**src/rtl/alu_op_arbiter_if.sv**
```systemverilog
// Request, ALU and response bundle for alu_op_arbiter; the slave modport is the arbiter's
// view and the master modport is the requester/ALU/consumer environment's view.
interface alu_op_arbiter_if #(
   parameter int DATA_W = 8,
   parameter int SEL_W  = 3,
   parameter int N_REQ  = 4,
   parameter int ID_W   = 2
);
   logic [N_REQ-1:0]        req_valid;
   logic [N_REQ-1:0]        req_ready;
   logic [N_REQ*SEL_W-1:0]  req_op;
   logic [N_REQ*DATA_W-1:0] req_a;
   logic [N_REQ*DATA_W-1:0] req_b;
   logic [DATA_W-1:0]       alu_a;
   logic [DATA_W-1:0]       alu_b;
   logic [SEL_W-1:0]        alu_sel;
   logic [DATA_W-1:0]       alu_y;
   logic                    rsp_valid;
   logic                    rsp_ready;
   logic [ID_W-1:0]         rsp_id;
   logic [DATA_W-1:0]       rsp_data;
   logic                    busy;

   modport slave (
      input  req_valid, req_op, req_a, req_b, alu_y, rsp_ready,
      output req_ready, alu_a, alu_b, alu_sel, rsp_valid, rsp_id, rsp_data, busy
   );

   modport master (
      output req_valid, req_op, req_a, req_b, alu_y, rsp_ready,
      input  req_ready, alu_a, alu_b, alu_sel, rsp_valid, rsp_id, rsp_data, busy
   );
endinterface

```
**src/rtl/alu_op_arbiter.sv**
```systemverilog
// Shares one ALU among four requesters: grant, issue registered operands, capture result,
// return it with the owner id. Define ALU_ARB_FIXED_PRIO_EN for fixed lowest-index priority.
module alu_op_arbiter #(
   parameter int DATA_W = 8,
   parameter int SEL_W  = 3,
   parameter int N_REQ  = 4,
   parameter int ID_W   = 2
) (
   input logic             clk,
   input logic             rst,
   alu_op_arbiter_if.slave bus
);
   localparam logic [1:0] ST_IDLE = 2'd0;
   localparam logic [1:0] ST_EXEC = 2'd1;
   localparam logic [1:0] ST_RESP = 2'd2;

   logic [1:0]        state_r;
   logic [DATA_W-1:0] alu_a_r;
   logic [DATA_W-1:0] alu_b_r;
   logic [SEL_W-1:0]  alu_sel_r;
   logic [DATA_W-1:0] rsp_data_r;
   logic [ID_W-1:0]   rsp_id_r;
   logic              rsp_valid_r;
   logic [ID_W-1:0]   prio_base_s;
   logic [ID_W-1:0]   grant_id_s;
   logic              grant_found_s;
   logic              rsp_done_s;
   logic [N_REQ-1:0]  req_ready_s;

   assign rsp_done_s = (state_r == ST_RESP) && rsp_valid_r && bus.rsp_ready;

`ifdef ALU_ARB_FIXED_PRIO_EN
   assign prio_base_s = {ID_W{1'b0}};
`else
   logic [ID_W-1:0] ptr_r;

   // Round-robin pointer advances past the served requester once its response completes
   always_ff @(posedge clk) begin
      if (rst) begin
         ptr_r <= {ID_W{1'b0}};
      end else if (rsp_done_s) begin
         ptr_r <= rsp_id_r + {{(ID_W-1){1'b0}}, 1'b1};
      end else begin
         ptr_r <= ptr_r;
      end
   end

   assign prio_base_s = ptr_r;
`endif

   // Scan from the priority base (mod N_REQ) and keep the first valid requester
   always_comb begin
      grant_found_s = 1'b0;
      grant_id_s    = {ID_W{1'b0}};
      for (int k = 0; k < N_REQ; k++) begin
         grant_id_s    = (!grant_found_s && bus.req_valid[prio_base_s + ID_W'(k)]) ?
                         (prio_base_s + ID_W'(k)) : grant_id_s;
         grant_found_s = grant_found_s | bus.req_valid[prio_base_s + ID_W'(k)];
      end
   end

   // One-hot accept only in IDLE; reset suppresses any grant
   always_comb begin
      req_ready_s = {N_REQ{1'b0}};
      if (!rst && (state_r == ST_IDLE) && grant_found_s) begin
         req_ready_s[grant_id_s] = 1'b1;
      end else begin
         req_ready_s = {N_REQ{1'b0}};
      end
   end

   // Operation sequencer: issue operands, capture ALU result, hold response until taken
   always_ff @(posedge clk) begin
      if (rst) begin
         state_r     <= ST_IDLE;
         alu_a_r     <= {DATA_W{1'b0}};
         alu_b_r     <= {DATA_W{1'b0}};
         alu_sel_r   <= {SEL_W{1'b0}};
         rsp_valid_r <= 1'b0;
         rsp_id_r    <= {ID_W{1'b0}};
         rsp_data_r  <= {DATA_W{1'b0}};
      end else begin
         case (state_r)
            ST_IDLE: begin
               if (grant_found_s) begin
                  alu_a_r   <= bus.req_a[grant_id_s*DATA_W +: DATA_W];
                  alu_b_r   <= bus.req_b[grant_id_s*DATA_W +: DATA_W];
                  alu_sel_r <= bus.req_op[grant_id_s*SEL_W +: SEL_W];
                  rsp_id_r  <= grant_id_s;
                  state_r   <= ST_EXEC;
               end else begin
                  state_r   <= ST_IDLE;
               end
            end
            ST_EXEC: begin
               rsp_data_r  <= bus.alu_y;
               rsp_valid_r <= 1'b1;
               state_r     <= ST_RESP;
            end
            ST_RESP: begin
               if (rsp_done_s) begin
                  rsp_valid_r <= 1'b0;
                  state_r     <= ST_IDLE;
               end else begin
                  state_r     <= ST_RESP;
               end
            end
            default: begin
               rsp_valid_r <= 1'b0;
               state_r     <= ST_IDLE;
            end
         endcase
      end
   end

   assign bus.req_ready = req_ready_s;
   assign bus.alu_a     = alu_a_r;
   assign bus.alu_b     = alu_b_r;
   assign bus.alu_sel   = alu_sel_r;
   assign bus.rsp_valid = rsp_valid_r;
   assign bus.rsp_id    = rsp_id_r;
   assign bus.rsp_data  = rsp_data_r;
   assign bus.busy      = (state_r != ST_IDLE);
endmodule

```
**src/flat_wrapper.sv**
```systemverilog
// flat-port wrapper written by rule: the top's interface ports become plain ports
module alu_op_arbiter_flat 
#(
   parameter int DATA_W = 8,
   parameter int SEL_W  = 3,
   parameter int N_REQ  = 4,
   parameter int ID_W   = 2
)
  (clk, rst, bus_req_valid, bus_req_op, bus_req_a, bus_req_b, bus_alu_y, bus_rsp_ready, bus_req_ready, bus_alu_a, bus_alu_b, bus_alu_sel, bus_rsp_valid, bus_rsp_id, bus_rsp_data, bus_busy);
  alu_op_arbiter_if #(.DATA_W(DATA_W), .SEL_W(SEL_W), .N_REQ(N_REQ), .ID_W(ID_W)) bus_i ();
  input logic clk;
  input logic rst;
  input wire logic [$bits(bus_i.req_valid)-1:0] bus_req_valid;
  input wire logic [$bits(bus_i.req_op)-1:0] bus_req_op;
  input wire logic [$bits(bus_i.req_a)-1:0] bus_req_a;
  input wire logic [$bits(bus_i.req_b)-1:0] bus_req_b;
  input wire logic [$bits(bus_i.alu_y)-1:0] bus_alu_y;
  input wire logic [$bits(bus_i.rsp_ready)-1:0] bus_rsp_ready;
  output wire logic [$bits(bus_i.req_ready)-1:0] bus_req_ready;
  output wire logic [$bits(bus_i.alu_a)-1:0] bus_alu_a;
  output wire logic [$bits(bus_i.alu_b)-1:0] bus_alu_b;
  output wire logic [$bits(bus_i.alu_sel)-1:0] bus_alu_sel;
  output wire logic [$bits(bus_i.rsp_valid)-1:0] bus_rsp_valid;
  output wire logic [$bits(bus_i.rsp_id)-1:0] bus_rsp_id;
  output wire logic [$bits(bus_i.rsp_data)-1:0] bus_rsp_data;
  output wire logic [$bits(bus_i.busy)-1:0] bus_busy;
  assign bus_i.req_valid = bus_req_valid;
  assign bus_i.req_op = bus_req_op;
  assign bus_i.req_a = bus_req_a;
  assign bus_i.req_b = bus_req_b;
  assign bus_i.alu_y = bus_alu_y;
  assign bus_i.rsp_ready = bus_rsp_ready;
  assign bus_req_ready = bus_i.req_ready;
  assign bus_alu_a = bus_i.alu_a;
  assign bus_alu_b = bus_i.alu_b;
  assign bus_alu_sel = bus_i.alu_sel;
  assign bus_rsp_valid = bus_i.rsp_valid;
  assign bus_rsp_id = bus_i.rsp_id;
  assign bus_rsp_data = bus_i.rsp_data;
  assign bus_busy = bus_i.busy;
  alu_op_arbiter #(.DATA_W(DATA_W), .SEL_W(SEL_W), .N_REQ(N_REQ), .ID_W(ID_W)) u_core (.clk(clk), .rst(rst), .bus(bus_i));
endmodule
```
**config.mk**
```make
export PLATFORM = sky130hd
export DESIGN_NAME = alu_op_arbiter_flat
export DESIGN_NICKNAME = d
export VERILOG_FILES = /design/src/rtl/alu_op_arbiter_if.sv /design/src/rtl/alu_op_arbiter.sv /design/src/flat_wrapper.sv
export SDC_FILE = /design/constraint.sdc
export NUM_CORES = 1
export LEC_CHECK = 0
export ABC_CLOCK_PERIOD_IN_PS = 1500
export CAP_MARGIN = 30
export CORE_MARGIN = 4
export CORE_UTILIZATION = 34
export CTS_BUF_LIST = sky130_fd_sc_hd__clkbuf_16
export DETAILED_ROUTE_END_ITERATION = 16
export PLACE_DENSITY = 0.77
export SLEW_MARGIN = 20
export SYNTH_ARGS = -nofsm -noshare
export SYNTH_HDL_FRONTEND = slang
export SYNTH_SLANG_ARGS = --single-unit
```
**constraint.sdc**
```tcl
create_clock -name clk -period 1.5 [get_ports clk]
set_input_delay 0.3 -clock clk [delete_from_list [all_inputs] [get_ports clk]]
set_output_delay 0.3 -clock clk [all_outputs]
set_load 0.1 [all_outputs]
```
==> results.txt, run 1 <==
----------------------------------------------------
[Cells and area]
  Filler Cell Count ... 395
  N_diodes ... 0
  Utilization after layout ... 76.6%
  Fraction of layout instances using a drive strength above 1 ... 35.5%
  Post-synthesis to final-layout area growth ... 116%
  Final net count ... 482

[Drt]
  Iteration count of the initial detailed-routing pass ... 4
  Average detailed-routed wire length per instance ... 17.9 microns
  Count of antenna-violating nets left after detailed routing ... 0
  Mean number of vias per cell ... 5.45
  Initial detailed-routing violation count ... 86
  Post-detailed-routing wire length ... 8.34 mm
  DRC violation count after routing ... 0
  Number of vias after detailed routing ... 2547

[Synth]
  Area share of the largest cell type after synthesis ... 32.1%
  EDFF count, synth ... 0
  Unique cell type count in the Yosys netlist ... 38
  Flip-flop cell with the highest count after synthesis ... sky130_fd_sc_hd__dfxtp_1
  Cells taking the most area after synthesis ... sky130_fd_sc_hd__dfxtp_1, sky130_fd_sc_hd__a221oi_2, sky130_fd_sc_hd__mux2i_1
  Total standard cell area after synthesis ... 0.00212 sq mm
  Share of flip-flops with an asynchronous set or reset ... 0%
  Number of synthesized register bits ... 34
  Most used standard cells in the synthesized netlist ... sky130_fd_sc_hd__dfxtp_1, sky130_fd_sc_hd__o21ai_0, sky130_fd_sc_hd__nand2_1
  Post-Synthesis Net Count ... 328
  Mean cell area of the mapped netlist ... 8.95 sq um
  Synth warnings ... 0
  Cell type contributing the most total cell area after synthesis ... sky130_fd_sc_hd__dfxtp_1
  Register area share after synthesis ... 32.1%
  Number of standard cells after synthesis ... 237
  Most instantiated library cell after synthesis ... sky130_fd_sc_hd__dfxtp_1

[Timing]
  Actual slew at the worst max-slew pin ... 0.429 ns
  Smallest setup slack after layout ... -0.384 ns
  Minimum clock period ... 1.88 ns
  Maximum operating frequency ... 531 MHz
  Finish-stage setup viols ... 25
  Fin Clk Skew ... 0.00242 ns
  Final Cycle Share ... 126%
  Setup repair after global routing missed its margin ... yes
  Worst slew margin relative to its limit ... 71.4%
  Max-slew violation count ... 0
  Final-report hold violation count ... 0

[Worst hold path]
  Path type of the worst min-delay path ... flip-flop to flip-flop

[CTS]
  Number of buffers added to fix hold violations after cts ... 0
  Clock slew seen by the registers of the worst setup and hold paths ... 0.06 ns
  Clock tree from TritonCTS ... done
  Clock sink total ... 34
  H-tree Lvls ... 2
  Clk Tree Root Cell ... sky130_fd_sc_hd__clkbuf_16
  Num CTS Buffers ... 5
  Clock insertion delay at the later pin of the skew report ... 0.28 ns
  Maximum number of buffers from clock root to sink ... 2

[Floorplan]
  Core area ... 0.00599 sq mm
  Initial cell density of the core ... 35.4%
  Die area ... 0.00757 sq mm
  Overall die width ... 87 microns
  Vertical die dimension ... 87 microns
  Top-level port count ... 126
  Number of placement rows ... 28

[Power and ir drop]
  Leakage power ... 0.00178 uW
  Peak VDD IR ... 0.868 mV
  Power density relative to cell area ... 1140 mW/mm^2
  Power, Total ... 5220 uW

[Setup path]
  Required time at the worst-slack endpoint ... 1.20 ns
  Type of element launching the critical path ... flip-flop
  Critical Path Fanout Max ... 5
  WS Path Type ... flip-flop to primary output
  Element type at the critical path end ... primary output
  Data arrival time of the critical path ... 1.58 ns

[GRT]
  Grt total ovfl ... 0
  Via count of the first global-routing pass ... 2600
  Pin count of the biggest net entering global routing ... 20
  Global router's overall resource usage ... 21.6%
  Initial antenna violation count ... 0
  Global-route wire length before repair ... 12.8 mm

[Run status]
  Failing checks ... negative setup slack
  Outcome ... finished, violations left

[Place]
  Estimated wirelength of the detail-placed design ... 5.68 mm
  Port bufs ... 125
  Routability congestion estimate ... 0.858

[Run]
  Number of max-cap violations ... 0

----------------------------------------------------
[cells by family after synthesis]
family	after synthesis	share of synthesized area, %
multiplexers	20	9.43
AND/OR/NAND/NOR	47	10.9
AO/OA/AOI/OAI	106	39.3
flip-flops	34	32.1
buffers and inverters	29	7.90
XOR/XNOR	1	0.413
[registers in the layout, summed over array words and instances (netlist names)]
name                  count
u_core.bus.alu_a          8
u_core.bus.alu_b          8
u_core.bus.alu_sel        3
u_core.bus.rsp_data       8
u_core.bus.rsp_id         2
u_core.bus.rsp_valid      1
u_core.prio_base_s        2
u_core.state_r            2
[area by class of cell]
cell class,instances,area (sq um),share of cell area [%]
Inverter,2,10.0,0.218
Multi-Input combinational cell,174,1370,29.8
Tap cell,75,93.8,2.05
Clock inverter,3,68.8,1.50
Clock buffer,5,125,2.73
Timing Repair Buffer,174,2230,48.7
Sequential cell,34,689,15.0
[metrics by stage]
step / setup WS, ns / hold slack, ns / instance area (sq um) / cells / TNS [ns]
2_1_floorplan: -0.878 / 0.436 / 2200 / 237 / -2.44
3_3_place_gp: -0.621 / 0.481 / 4010 / 443 / -13.59
3_5_place_dp: -0.651 / 0.487 / 4010 / 443 / -14.54
4_1_cts: -0.387 / 0.497 / 4520 / 464 / -2.69
5_1_grt: -0.431 / 0.518 / 4590 / 467 / -4.44
6_report: -0.384 / 0.494 / 4590 / 467 / -2.99
[path summary, 6_finish.rpt]
path	from	to	slack, ns	cells past startpoint
worst max register to register	u_core.state_r[1]$_SDFF_PP0_	u_core.bus.alu_a[3]$_SDFFE_PP0P_	-0.11	7
worst min-delay path	u_core.bus.rsp_data[2]$_SDFFE_PP0P_	u_core.bus.rsp_data[2]$_SDFFE_PP0P_	0.49	2
worst max-delay path	u_core.state_r[1]$_SDFF_PP0_	bus_req_ready[3]	-0.38	5
worst min register to register	u_core.bus.rsp_data[2]$_SDFFE_PP0P_	u_core.bus.rsp_data[2]$_SDFFE_PP0P_	0.49	2
[cell usage in the layout (no fill, tap or decap), types with 14 or more instances in the layout]
master and n:
sky130_fd_sc_hd__dfxtp_1 29, sky130_fd_sc_hd__mux2i_1 19, sky130_fd_sc_hd__o22ai_1 20, sky130_fd_sc_hd__buf_12 42, sky130_fd_sc_hd__clkdlybuf4s50_1 86, sky130_fd_sc_hd__a21oi_1 14, sky130_fd_sc_hd__o211ai_1 18, sky130_fd_sc_hd__a221oi_2 19
sky130_fd_sc_hd__o21ai_0 21, sky130_fd_sc_hd__buf_4 26, sky130_fd_sc_hd__nand2_1 20
[per-layer routing]
layer  share of wire (%)  GRT usage (%)  wire length (microns)  up-vias
met4                0.48           4.25                     40        0
li1                    -              -                      -     1229
met1                  39           24.8                   3250     1216
met3                 8.1           5.58                    678        5
met2                  52           40.0                   4370       97
met5                   0              0                      0        -
[worst max-delay path: stages (launching register included)]
cell                      delay, ns
sky130_fd_sc_hd__dfxtp_2       0.32
sky130_fd_sc_hd__or2_4         0.25
sky130_fd_sc_hd__a21o_4        0.21
sky130_fd_sc_hd__buf_6         0.12
sky130_fd_sc_hd__nor3_4        0.20
sky130_fd_sc_hd__buf_12        0.20
[where the power goes]
group          internal [uW]  switching (uW)  total [uW]
clock                    955             406        1360
combinational           1210            1480        2690
sequential              1030             147        1170
[what timing repair did]
item,CTS,global route
endpoints found under the hold margin,0,0
resized for setup,47,6
pin swaps,18,7
endpoints found under the setup margin,25,25
setup buffers,9,3
gates cloned,6,1
Power figures use the tool's default switching activity.
==> run 2: changes to the inputs <==
HOLD_SLACK_MARGIN = 0.06   (was not set)
==> results of run 2 <==
Final layout, timing and power as in run 1 (identical DEF).
==> run 3: changes to the inputs <==
ABC_CLOCK_PERIOD_IN_PS = 1600   (was 1500)
clock period = 1.6 ns   (was 1.5 ns; I/O delays follow)
==> run 3 against run 2 <==
The run still ends with negative setup slack left. Clock skew barely moved. Critical path depth fell by 1. Final cell count fell by 1.5%. Sequential share of layout area up 0.85 points.
==> results.txt, run 3 (synthesis results as in run 1) <==
----------------------------------------------------
[CTS]
  Clk Tree Root Cell ... sky130_fd_sc_hd__clkbuf_16 (unchanged)
  Clock insertion delay at the later pin of the skew report ... 0.27 ns (was 0.28 ns)
  Clock tree from TritonCTS ... done (unchanged)
  Clock slew seen by the registers of the worst setup and hold paths ... 0.05 ns (was 0.06 ns)
  Number of buffers added to fix hold violations after cts ... 0 (unchanged)
  Maximum number of buffers from clock root to sink ... 2 (unchanged)
  H-tree Lvls ... 2 (unchanged)
  Num CTS Buffers ... 5 (unchanged)
  Clock sink total ... 34 (unchanged)

[GRT]
  Via count of the first global-routing pass ... 2453 (was 2600)
  Initial antenna violation count ... 0 (unchanged)
  Global router's overall resource usage ... 19.6% (was 21.6%)
  Global-route wire length before repair ... 11.9 mm (was 12.8 mm)
  Grt total ovfl ... 0 (unchanged)
  Pin count of the biggest net entering global routing ... 21 (was 20)

[Setup path]
  Required time at the worst-slack endpoint ... 1.28 ns (was 1.20 ns)
  WS Path Type ... flip-flop to primary output (unchanged)
  Data arrival time of the critical path ... 1.58 ns (about the same)
  Type of element launching the critical path ... flip-flop (unchanged)
  Element type at the critical path end ... primary output (unchanged)
  Critical Path Fanout Max ... 4 (was 5)

[Timing]
  Final Cycle Share ... 118%
  Worst slew margin relative to its limit ... 77.6% (was 71.4%)
  Max-slew violation count ... 0 (unchanged)
  Actual slew at the worst max-slew pin ... 0.335 ns (was 0.429 ns)
  Smallest setup slack after layout ... -0.295 ns (was -0.384 ns)
  Minimum clock period ... 1.90 ns
  Maximum operating frequency ... 528 MHz
  Finish-stage setup viols ... 4 (was 25)
  Setup repair after global routing missed its margin ... yes (unchanged)
  Final-report hold violation count ... 0 (unchanged)
  Fin Clk Skew ... 0.00288 ns (was 0.00242 ns)
  Final worst hold slack ... 0.494 ns (about the same)

[Place]
  Routability congestion estimate ... 0.837 (was 0.858)
  Estimated wirelength of the detail-placed design ... 5.74 mm (was 5.68 mm)
  Place WS ... -0.561 ns (was -0.651 ns)
  Port bufs ... 125 (unchanged)

[Drt]
  Average detailed-routed wire length per instance ... 16.8 microns (was 17.9 microns)
  Post-detailed-routing wire length ... 7.73 mm (was 8.34 mm)
  Mean number of vias per cell ... 5.36 (was 5.45)
  DRC violation count after routing ... 0 (unchanged)
  Iteration count of the initial detailed-routing pass ... 4 (unchanged)
  Count of antenna-violating nets left after detailed routing ... 0 (unchanged)
  Number of vias after detailed routing ... 2465 (was 2547)
  Initial detailed-routing violation count ... 81 (was 86)

[Run]
  Number of max-cap violations ... 0 (unchanged)

[Power and ir drop]
  Power density relative to cell area ... 1010 mW/mm^2 (was 1140 mW/mm^2)
  Leakage power ... 0.00165 uW (was 0.00178 uW)
  Peak VDD IR ... 0.848 mV (was 0.868 mV)

[Cells and area]
  Fraction of layout instances using a drive strength above 1 ... 33.8% (was 35.5%)
  Sequential cell area in the final layout ... 691 sq um (was 689 sq um)
  Most common cell after layout, fill and taps aside ... sky130_fd_sc_hd__clkdlybuf4s50_1 (unchanged)
  Area used by multi-input combinational logic ... 0.00142 sq mm (was 0.00137 sq mm)
  N_diodes ... 0 (unchanged)
  Utilization after layout ... 72.6% (was 76.6%)
  Final net count ... 475 (was 482)
  Commonest cells after routing, fill and taps aside ... sky130_fd_sc_hd__clkdlybuf4s50_1, sky130_fd_sc_hd__buf_12, sky130_fd_sc_hd__buf_4 (was sky130_fd_sc_hd__clkdlybuf4s50_1, sky130_fd_sc_hd__buf_12, sky130_fd_sc_hd__dfxtp_1)
  Filler Cell Count ... 433 (was 395)
  Post-synthesis to final-layout area growth ... 105% (was 116%)

[Floorplan]
  Vertical die dimension ... 87 microns (unchanged)
  Die area ... 0.00757 sq mm (unchanged)
  Core area ... 0.00599 sq mm (unchanged)
  Top-level port count ... 126 (unchanged)
  Initial cell density of the core ... 35.4% (unchanged)
  Number of placement rows ... 28 (unchanged)
  Overall die width ... 87 microns (unchanged)

[Run status]
  Outcome ... finished, violations left (unchanged)
  Failing checks ... negative setup slack (unchanged)

[Worst hold path]
  Path type of the worst min-delay path ... flip-flop to flip-flop (unchanged)

----------------------------------------------------
## run 3: cell types whose count changed in the layout (fill, tap and decap cells not counted), moves of 3 or more
cell                              change
sky130_fd_sc_hd__clkbuf_2             +3
sky130_fd_sc_hd__buf_4                +5
sky130_fd_sc_hd__clkinv_1             +3
sky130_fd_sc_hd__buf_6                -5
sky130_fd_sc_hd__clkdlybuf4s15_2      -3
sky130_fd_sc_hd__buf_16               -5
sky130_fd_sc_hd__mux2i_1              -3
## run 3: layout make-up
| class | count | share of cell area, % |
|---|---|---|
| Timing Repair Buffer | 167 | 46.1 |
| Multi-Input combinational cell | 174 | 32.6 |
| Sequential cell | 34 | 15.9 |
| Clock buffer | 5 | 2.88 |
| Tap cell | 75 | 2.16 |
| Clock inverter | 3 | 0.259 |
| Inverter | 2 | 0.173 |
## run 3: layer usage
| layer | GRT usage (%) | routed length (microns) | vias to the layer above |
|---|---|---|---|
| li1 | - | - | 1210 |
| met1 | 23.7 | 3060 | 1152 |
| met5 | 0 | 0 | - |
| met2 | 34.6 | 3970 | 93 |
| met3 | 5.01 | 615 | 10 |
| met4 | 4.67 | 87 | 0 |
## run 3: through the flow
step / power (uW) / std cells / instance area, sq um / TNS (ns)
6_report: 4380 / 460 / 4350 / -1.06
5_1_grt: 4550 / 460 / 4350 / -1.54
4_1_cts: 4290 / 452 / 4170 / -1.01
3_5_place_dp: 3360 / 440 / 3980 / -12.12
3_3_place_gp: 3330 / 440 / 3980 / -11.16
2_1_floorplan: 2410 / 237 / 2180 / -1.82
## run 3: power breakdown
part / leakage, uW / internal [uW] / switching [uW] / total (uW)
sequential: 0.000283 / 961 / 136 / 1100
combinational: 0.00130 / 1030 / 1350 / 2390
clock: 0.0000663 / 560 / 334 / 894
total: 0.00165 / 2550 / 1820 / 4380
## run 3: what timing repair did
item	in CTS	in global routing
setup endpoints to repair	25	23
setup buffers	4	8
gates cloned	0	1
pin swaps	6	9
gates resized for setup	14	29
## run 3: critical path, cell delays in order (launching register included)
cell                      delay [ns]
sky130_fd_sc_hd__dfxtp_2        0.31
sky130_fd_sc_hd__or2_4          0.26
sky130_fd_sc_hd__a21o_4         0.22
sky130_fd_sc_hd__nor4_4         0.29
sky130_fd_sc_hd__buf_12         0.22
## run 3: path summary, 6_finish.rpt
path	depth (start not counted)	slack [ns]	start	endpoint
setup / recovery	4	-0.30	u_core.state_r[1]$_SDFF_PP0_	bus_req_ready[1]
hold / removal	2	0.49	u_core.bus.rsp_data[6]$_SDFFE_PP0P_	u_core.bus.rsp_data[6]$_SDFFE_PP0P_
setup reg to reg	6	0.01	u_core.prio_base_s[1]$_SDFFE_PP0P_	u_core.bus.alu_a[5]$_SDFFE_PP0P_
hold reg to reg	2	0.49	u_core.bus.rsp_data[6]$_SDFFE_PP0P_	u_core.bus.rsp_data[6]$_SDFFE_PP0P_
